<file path="src/rtl/scan_bridge_pkg.sv">
// scan_bridge shared types: FSM states, chain field offsets, status bit indices.
package scan_bridge_pkg;

    typedef enum logic [1:0] {
        ST_IDLE = 2'd0,
        ST_REQ  = 2'd1,
        ST_DONE = 2'd2
    } state_e;

    localparam int OFF_WEN  = 0;
    localparam int OFF_REN  = 1;
    localparam int OFF_ADDR = 2;

    localparam int STAT_DONE = 0;
    localparam int STAT_TMO  = 1;
    localparam int STAT_OVR  = 2;
    localparam int STAT_N    = 3;

    function automatic int off_wdata(input int aw);
        return aw + 2;
    endfunction

    function automatic int off_rdata(input int aw, input int dw);
        return aw + dw + 2;
    endfunction

    function automatic int off_stat(input int aw, input int dw);
        return aw + 2 * dw + 2;
    endfunction

    function automatic int chain_w(input int aw, input int dw, input int pw);
        return aw + 2 * dw + 2 + STAT_N + pw;
    endfunction

endpackage

</file>
<file path="src/rtl/scan_shift_chain.sv">
// Serial scan register with parallel load; load has priority over shift.
module scan_shift_chain
    import scan_bridge_pkg::*;
#(
    parameter int W = 8
) (
    input  logic         clk,
    input  logic         rst,
    input  logic         i_load,
    input  logic         i_shift,
    input  logic         i_sin,
    input  logic [W-1:0] i_pin,
    output logic         o_sout,
    output logic [W-1:0] o_pout
);

    logic [W-1:0] r_chain;

    always_ff @(posedge clk or posedge rst) begin
        if (rst) begin
            r_chain <= '0;
        end else if (i_load) begin
            r_chain <= i_pin;
        end else if (i_shift) begin
            r_chain <= {i_sin, r_chain[W-1:1]};
        end
    end

    assign o_sout = r_chain[0];
    assign o_pout = r_chain;

endmodule

</file>
<file path="src/rtl/scan_bridge.sv">
// Scan-chain command bridge to a valid/ready static memory port.
// Define SCAN_BRIDGE_PARITY_EN to add an even-parity MSB to the chain.
module scan_bridge
    import scan_bridge_pkg::*;
#(
    parameter int ADDR_W      = 16,
    parameter int DATA_W      = 16,
    parameter int TIMEOUT_CYC = 256
) (
    input  logic              clk,
    input  logic              rst,
    input  logic              scan_shift_en,
    input  logic              scan_data_in,
    output logic              scan_data_out,
    input  logic              scan_load_chain,
    input  logic              scan_load_chip,
    output logic              static_wen,
    output logic              static_ren,
    output logic [ADDR_W-1:0] static_addr,
    output logic [DATA_W-1:0] static_wdata,
    output logic              static_valid,
    input  logic              static_ready,
    input  logic [DATA_W-1:0] static_rdata
);

`ifdef SCAN_BRIDGE_PARITY_EN
    localparam int PAR_W = 1;
`else
    localparam int PAR_W = 0;
`endif

    localparam int CHAIN_W = chain_w(ADDR_W, DATA_W, PAR_W);
    localparam int O_WD    = off_wdata(ADDR_W);
    localparam int O_RD    = off_rdata(ADDR_W, DATA_W);
    localparam int O_ST    = off_stat(ADDR_W, DATA_W);
    localparam int CMD_W   = O_RD;
    localparam int CNT_W   = (TIMEOUT_CYC > 0) ? $clog2(TIMEOUT_CYC + 1) : 1;
    localparam logic [CNT_W-1:0] CNT_LAST =
        CNT_W'((TIMEOUT_CYC > 0) ? TIMEOUT_CYC - 1 : 0);

    state_e              r_state;
    state_e              w_state_nxt;
    logic                r_wen;
    logic                r_ren;
    logic [ADDR_W-1:0]   r_addr;
    logic [DATA_W-1:0]   r_wdata;
    logic [DATA_W-1:0]   r_rdata;
    logic                r_done;
    logic                r_tmo;
    logic                r_ovr;
    logic [CNT_W-1:0]    r_cnt;

    logic [CHAIN_W-1:0]  w_chain;
    logic [CHAIN_W-1:0]  w_pin;
    logic                w_par_ok;
    logic                w_latch;
    logic                w_launch;
    logic                w_reject;
    logic                w_busy_ld;
    logic                w_ready_hit;
    logic                w_tmo_hit;
    logic                w_unused;

    always_comb begin
        w_pin = '0;
        w_pin[OFF_WEN]                = r_wen;
        w_pin[OFF_REN]                = r_ren;
        w_pin[OFF_ADDR +: ADDR_W]     = r_addr;
        w_pin[O_WD +: DATA_W]         = r_wdata;
        w_pin[O_RD +: DATA_W]         = r_rdata;
        w_pin[O_ST + STAT_DONE]       = r_done;
        w_pin[O_ST + STAT_TMO]        = r_tmo;
        w_pin[O_ST + STAT_OVR]        = r_ovr;
`ifdef SCAN_BRIDGE_PARITY_EN
        w_pin[CHAIN_W-1] = ^{r_wdata, r_addr, r_ren, r_wen};
`endif
    end

    scan_shift_chain #(
        .W(CHAIN_W)
    ) u_chain (
        .clk     (clk),
        .rst     (rst),
        .i_load  (scan_load_chain),
        .i_shift (scan_shift_en),
        .i_sin   (scan_data_in),
        .i_pin   (w_pin),
        .o_sout  (scan_data_out),
        .o_pout  (w_chain)
    );

    // Readback-only fields of the chain never feed the command path.
    assign w_unused = ^w_chain[CHAIN_W-1:CMD_W];

`ifdef SCAN_BRIDGE_PARITY_EN
    assign w_par_ok = ~(^w_chain[CMD_W-1:0] ^ w_chain[CHAIN_W-1]);
`else
    assign w_par_ok = 1'b1;
`endif

    assign w_latch     = (r_state == ST_IDLE) & scan_load_chip & w_par_ok;
    assign w_launch    = w_latch & (w_chain[OFF_WEN] | w_chain[OFF_REN]);
    assign w_reject    = (r_state == ST_IDLE) & scan_load_chip & ~w_par_ok;
    assign w_busy_ld   = (r_state != ST_IDLE) & scan_load_chip;
    assign w_ready_hit = (r_state == ST_REQ) & static_ready;
    assign w_tmo_hit   = (TIMEOUT_CYC > 0) & (r_state == ST_REQ) &
                         ~static_ready & (r_cnt >= CNT_LAST);

    always_ff @(posedge clk or posedge rst) begin
        if (rst) begin
            r_state <= ST_IDLE;
        end else begin
            r_state <= w_state_nxt;
        end
    end

    always_comb begin
        w_state_nxt = r_state;
        unique case (r_state)
            ST_IDLE: if (w_launch) w_state_nxt = ST_REQ;
            ST_REQ:  if (w_ready_hit | w_tmo_hit) w_state_nxt = ST_DONE;
            ST_DONE: w_state_nxt = ST_IDLE;
            default: w_state_nxt = ST_IDLE;
        endcase
    end

    // Write wins when both command bits are set.
    always_comb begin
        static_valid = (r_state == ST_REQ);
        static_wen   = r_wen;
        static_ren   = r_ren & ~r_wen;
        static_addr  = r_addr;
        static_wdata = r_wdata;
    end

    always_ff @(posedge clk or posedge rst) begin
        if (rst) begin
            r_wen   <= 1'b0;
            r_ren   <= 1'b0;
            r_addr  <= '0;
            r_wdata <= '0;
            r_rdata <= '0;
            r_done  <= 1'b0;
            r_tmo   <= 1'b0;
            r_ovr   <= 1'b0;
            r_cnt   <= '0;
        end else begin
            if (w_latch) begin
                r_wen   <= w_chain[OFF_WEN];
                r_ren   <= w_chain[OFF_REN];
                r_addr  <= w_chain[OFF_ADDR +: ADDR_W];
                r_wdata <= w_chain[O_WD +: DATA_W];
            end
            if (w_busy_ld | w_reject) begin
                r_ovr <= 1'b1;
            end
            if (r_state == ST_REQ) begin
                if (r_cnt != '1) begin
                    r_cnt <= r_cnt + CNT_W'(1);
                end
                if (w_ready_hit & r_ren & ~r_wen) begin
                    r_rdata <= static_rdata;
                end
                if (w_tmo_hit) begin
                    r_tmo <= 1'b1;
                end
            end
            if (r_state == ST_DONE) begin
                r_done <= 1'b1;
            end
            if (w_launch) begin
                r_done <= 1'b0;
                r_tmo  <= 1'b0;
                r_ovr  <= 1'b0;
                r_cnt  <= '0;
            end
        end
    end

endmodule

</file>
<file path="config.mk">
export PLATFORM = sky130hd
export DESIGN_NAME = scan_bridge
export DESIGN_NICKNAME = d
export VERILOG_FILES = /design/src/rtl/scan_bridge_pkg.sv /design/src/rtl/scan_shift_chain.sv /design/src/rtl/scan_bridge.sv
export SDC_FILE = /design/constraint.sdc
export NUM_CORES = 1
export LEC_CHECK = 0
export BUFFER_PORTS_ARGS = -buffer_cell sky130_fd_sc_hd__buf_2
export CAP_MARGIN = 30
export CORE_MARGIN = 2
export CORE_UTILIZATION = 50
export DETAILED_ROUTE_END_ITERATION = 7
export PLACE_DENSITY = 0.7
export SETUP_SLACK_MARGIN = 0.3
export SLEW_MARGIN = 15
export SYNTH_ARGS = -nofsm -noshare
export SYNTH_HDL_FRONTEND = slang
export SYNTH_SLANG_ARGS = --single-unit
</file>
<file path="constraint.sdc">
create_clock -name clk -period 4.6 [get_ports clk]
set_input_delay 0.92 -clock clk [delete_from_list [all_inputs] [get_ports clk]]
set_output_delay 0.92 -clock clk [all_outputs]
set_load 0.02 [all_outputs]
</file>
---- Yosys cells after proc, flatten, opt, wreduce, memory -nomap -nowiden ----
Cells that the tools add are included.
operators by class
  $add $sub $neg .......................... 1
  multipliers ............................. 0
  div/mod/pow operators ................... 0
  magnitude comparators ................... 1
  equality and inequality tests ........... 5
  shift-type cells ........................ 0
  muxes and demuxes ....................... 15
  bitwise operators ....................... 13
  reduce and logical (&&, ||, !) cells .... 12
operators with widths
  cell                 count
  $mux 53              2
  $mux 9               3
  $reduce_bool 2->1    7
  $add 9x1->9 const B  1
  $and 1x1->1          9
  $ge 9x8->1 const B   1
  $ne 9x9->1 const B   1
  $reduce_and 2->1     4
  $mux 1               7
  $mux 2               2
  $pmux 2 s2           1
  $eq 2x1->1 const B   1
  $eq 2x2->1 const B   1
  $logic_not 2->1      1
  $ne 2x1->1 const B   1
  $ne 2x2->1 const B   1
  $not 1->1            2
  $or 1x1->1           2
storage, ports and cells
  register bits after elaboration ......... 117
  latch bits .............................. 0
  bits in writable memories ............... 0
  memory bits (read-only) ................. 0
  bits of input ports ..................... 23
  output and inout port bits .............. 36
  word-level logic and storage cells ...... 58
  memories kept ........................... 0

---- Longest topological paths before layout ----
  depth after elaboration ................. 6
  gate-level depth with buffers ........... 8
  mapped depth without buffers ............ 7

---- Cells and area by module ----
Synthesis repeated with hierarchy kept, for this count alone.
unflattened totals
  cells, all modules ...................... 486
  area, all modules ....................... 5118.7 um^2
by module, submodules not included
  module            times used  cells an instance  area each (um^2)
  scan_bridge       1           254                2610.0
  scan_shift_chain  1           232                2508.7

---- Worst setup path before layout ----
Ideal clock, no wire load.
  kind .................................... input to register
  start point ............................. input port scan_load_chip
  end point ............................... register r_cnt[0]
  setup time .............................. 0.121 ns
  data arrival time ....................... 1.904 ns
  data required time ...................... 4.479 ns
  setup slack ............................. 2.575 ns
  stages on the path ...................... 5
  buffers on the path ..................... 2
  path through ............................ or3b_2 -> buf_2 -> nor2_1 -> buf_2 -> nor2_1
between the ends
  cells in the longest elaborated chain, start to end .. 4
ends and longest elaborated chain
  element                             RTL line            text
  from (decl)                         scan_bridge.sv:16   input logic scan_load_chip,
  $and 1x1->1 *                       -
  $and 1x1->1 *                       scan_bridge.sv:102  assign w_launch = w_latch & (w_chain[OFF_WEN] | w_chain[OFF_REN]);
  $reduce_bool 2->1 (no source line)  -
  $reduce_and 2->1 (no source line)   -
  to (signal assigned)                scan_bridge.sv:159  r_cnt <= r_cnt + CNT_W'(1);
  to (decl)                           scan_bridge.sv:51   logic [CNT_W-1:0] r_cnt;
Every way passes the cells marked *; elsewhere a longest branch is shown, timed or not.
A chain may end at the register's enable or synchronous reset.

---- Worst setup path in the final report ----
  start point ............................. register r_state[1]
  end point ............................... output port static_valid
between the ends
  cells in the longest elaborated chain, start to end .. 1
ends and longest elaborated chain
  element                 RTL line            text
  from (decl)             scan_bridge.sv:41   state_e r_state;
  from (signal assigned)  scan_bridge.sv:113  r_state <= w_state_nxt;
  $eq 2x1->1              scan_bridge.sv:129  static_valid = (r_state == ST_REQ);
  to (decl)               scan_bridge.sv:21   output logic static_valid,
Every way passes these cells.

==> impl_results.rst <==
.. list-table::
   :header-rows: 1

   * - Metric
     - Value
   * - Combinational family with the most area after synthesis
     - simple AND/OR/NAND/NOR gates
   * - Run status
     - complete, no violations
   * - Arrival time at the worst endpoint
     - 1.40 ns
   * - Post-route worst hold slack
     - 0.477 ns
   * - Maximum level of the CTS H-tree
     - 4
   * - CTS sink count
     - 117
   * - Unrepaired setup endpoints after global routing
     - false
   * - Crit Path Max Fanout
     - 7
   * - Number of max-slew violations in the final report
     - 0
   * - Vertical extent of the die
     - 104 um
   * - Max-cap violations
     - 0
   * - Multiplexer share of the synthesized area
     - 0.144
   * - Highest achievable clock rate
     - 432 MHz
   * - Final clock skew
     - 0.00576 ns
   * - TritonCTS clock tree
     - yes
   * - First-iteration detailed-routing DRC count
     - 251
   * - Avg Cell Area, Syn
     - 10.3 um^2
   * - Via count
     - 3543
   * - Gp weighted congestion
     - 0.758
   * - Final ANT Viol Nets
     - 0
   * - Number of global-route vias before repair
     - 3539
   * - Crit path capture type
     - primary output
   * - Placeable Area
     - 9730 um^2
   * - Xor and xnor fraction of the mapped netlist area
     - 0.00175
   * - Initial antenna violation count
     - 0
   * - Worst-path clk slew
     - 0.05 ns
   * - Fraction of final layout cells sized beyond drive strength 1
     - 0.204
   * - Area Growth Syn to Fin
     - 18.7%
   * - WP data required
     - 3.68 ns
   * - Total of cells resized after clock tree synthesis
     - 0
   * - Uppermost routed layer
     - met4
   * - Worst Path Class, Setup
     - flop to primary output
   * - Final-report hold violation count
     - 0
   * - Remaining global-route overflow
     - 0
   * - Pre-Repair DR Iteration Count
     - 4
   * - Flip-flop and latch count after synthesis
     - 117
   * - Total Nets Final
     - 566
   * - Area fraction in compound gates after synthesis
     - 0.0777
   * - Adder and majority cell fraction of the synthesized area
     - 0.00752
   * - Sum of negative setup slack
     - 0 ns
   * - Via-to-Cell Ratio
     - 5.19
   * - Antenna cell count
     - 0
   * - Die width
     - 104 um
   * - Met2 routed wirelength
     - 4.67 mm
   * - Maximum vdd drop
     - 0.000228 V
   * - CP max stage cell
     - dfrtp_1
   * - Number of buffers on the longest clock path
     - 2
   * - CTS Buf Count
     - 17
   * - Pleak
     - 3.12 nW
   * - Sequential-to-total area share from yosys stat
     - 0.586
   * - Largest stage delay on the critical path
     - 0.45 ns
   * - First-pass GRT wire length
     - 16.8 mm
   * - CTS Hold Bufs
     - 0
   * - Total half-perimeter wirelength after legalization and detailed placement
     - 6.15 mm
   * - Pin count of the biggest net entering global routing
     - 70
   * - Worst slew pin tran
     - 0.793 ns
   * - Share of synthesized cell area in and, or, nand and nor gates
     - 0.155
   * - DRC errors left
     - 0
   * - Min Tclk post-route
     - 2.32 ns
   * - Buffers inserted during post-CTS setup optimization
     - 0
   * - YS warnings
     - 0
   * - Synth Cell Area
     - 4990 um^2
   * - Tot GR Track Use
     - 0.194
   * - Placement Rows
     - 36
   * - Count of mapped cells out of synthesis
     - 486
   * - Wire length on met1
     - 4.54 mm
   * - Post-DR wirelength/cell
     - 14.1 um
   * - Class of the worst hold path
     - flop to flop
   * - Clock latency at the later pin of the worst-skew pair
     - 0.50 ns
   * - Cell area power density
     - 398 nW/um^2
   * - Initial core utilization
     - 0.513
   * - Share of the cycle needed by the critical path after routing
     - 0.503
   * - Kind of start point of the critical path
     - flop
   * - Clock root buffer master
     - clkbuf_8
   * - Port buffer count
     - 58
   * - Count of different cell masters after synthesis
     - 31
   * - Chain of cells forming the critical path
     - and2b_1, buf_2
   * - Ports
     - 59
   * - Worst rel slew slack
     - 0.471
   * - Routed Wire Length
     - 9.66 mm
   * - Post-Syn Nets
     - 512
   * - Area enclosed by the die boundary
     - 10800 um^2
   * - Total of endpoints with negative setup slack in the final report
     - 0
   * - Amount of wire on met3 after detailed routing
     - 331 um
==> per-stage QoR <==
step / power [W] / instance area (um^2) / cells / utilization / setup slack [ns]
2_1_floorplan: 0.00114 / 4990 / 486 / - / 0.579
3_3_place_gp: 0.00117 / 5380 / 654 / 0.553 / 1.83
3_5_place_dp: 0.00117 / 5380 / 654 / 0.553 / 1.75
4_1_cts: 0.00238 / 5930 / 683 / 0.609 / 2.25
5_1_grt: 0.00245 / 5930 / 683 / 0.609 / 2.18
6_report: 0.00236 / 5930 / 683 / 0.609 / 2.28
==> cells in the mapped netlist <==
library cell / instances / area, um^2
a311oi_1: 1 / 8.76
nor3_1: 1 / 5.00
buf_2: 9 / 45.0
a21boi_0: 1 / 7.51
and3_1: 1 / 6.26
nand2_1: 159 / 597
nand3_1: 4 / 20.0
or3b_2: 1 / 8.76
mux2i_1: 54 / 541
and2b_1: 1 / 7.51
inv_1: 6 / 22.5
o22ai_1: 1 / 6.26
nand3_2: 1 / 10.0
nand4_1: 1 / 6.26
o21ai_0: 57 / 285
dfrtp_1: 117 / 2930
mux2_2: 16 / 180
a21o_1: 1 / 7.51
or2_2: 1 / 6.26
xor2_1: 1 / 8.76
clkbuf_1: 19 / 71.3
nor3b_1: 2 / 15.0
or3_1: 3 / 18.8
o31ai_1: 3 / 22.5
ha_1: 3 / 37.5
nor2_1: 6 / 22.5
nor2b_1: 1 / 6.26
or4_1: 3 / 22.5
or3b_4: 1 / 11.3
a21oi_1: 10 / 50.1
and4_1: 1 / 8.76
==> worst max-delay path, delay by kind of cell, from the launching register on <==
kind | cells | cell delay, ns
and+or+nand+nor | 1 | 0.27
buffers and inverters | 1 | 0.18
DFF | 1 | 0.45
==> cell families after synthesis <==
group,count (synthesis)
simple gates,187
flops,117
compound gates,74
mux,70
buf+inv,34
fa+ha+maj,3
xor+xnor,1
==> layout by cell type (no fill, tap or decap), types with 2 or more instances in the layout <==
cell type / netlist / final
nand2_1: 159 / 159
dfrtp_1: 117 / 117
buf_2: 9 / 58
o21ai_0: 57 / 57
mux2i_1: 54 / 54
mux2_2: 16 / 16
clkbuf_16: 0 / 16
a21oi_1: 10 / 10
clkbuf_8: 0 / 7
nor2_1: 6 / 6
inv_1: 6 / 5
buf_4: 0 / 5
nand3_1: 4 / 4
or3_1: 3 / 3
o31ai_1: 3 / 3
or4_1: 3 / 3
ha_1: 3 / 3
clkinv_2: 0 / 3
clkbuf_1: 19 / 2
==> where the power goes <==
part / total, W / leakage, nW / internal [W] / switching, W
clock network: 0.00120 / 0.276 / 0.000790 / 0.000413
registers: 0.00106 / 1.60 / 0.00104 / 0.0000121
logic: 0.000100 / 1.24 / 0.0000306 / 0.0000694
total: 0.00236 / 3.12 / 0.00186 / 0.000495
==> registers in the layout (all words and copies together), names as in the netlist <==
name and cells:
r_cnt 9, r_done 1, r_ovr 1, r_rdata 16, r_ren 1, r_state 2, r_tmo 1, static_addr 16
static_wdata 16, static_wen 1, u_chain.o_pout 53
==> layer usage <==
layer / up-vias / global-route usage
met5: - / 0
met1: 1736 / 0.259
met3: 8 / 0.0508
met4: 0 / 0.0840
met2: 57 / 0.300
li1: 1742 / -
==> final cells by class <==
class	instances	area, um^2
Fill cell	812	3800
Sequential cell	117	2930
Multi-Input combinational cell	335	1930
Clock buffer	25	504
Timing Repair Buffer	63	328
Tap cell	133	166
Clock inverter	4	45.0
Inverter	6	25.0
==> worst paths after layout <==
kind / start / cells after the start / to / slack, ns
max: r_state[1] / 2 / static_valid / 2.28
min: r_rdata[14] / 2 / u_chain.o_pout[48] / 0.48
max reg2reg: r_state[0] / 3 / r_cnt[1] / 2.34
min reg2reg: r_rdata[14] / 2 / u_chain.o_pout[48] / 0.48
max in group asynchronous: rst / 3 / static_wdata[2] / 3.14
min in group asynchronous: rst / 2 / r_rdata[11] / 0.52
Note: power is estimated with default switching activity, not from simulation.
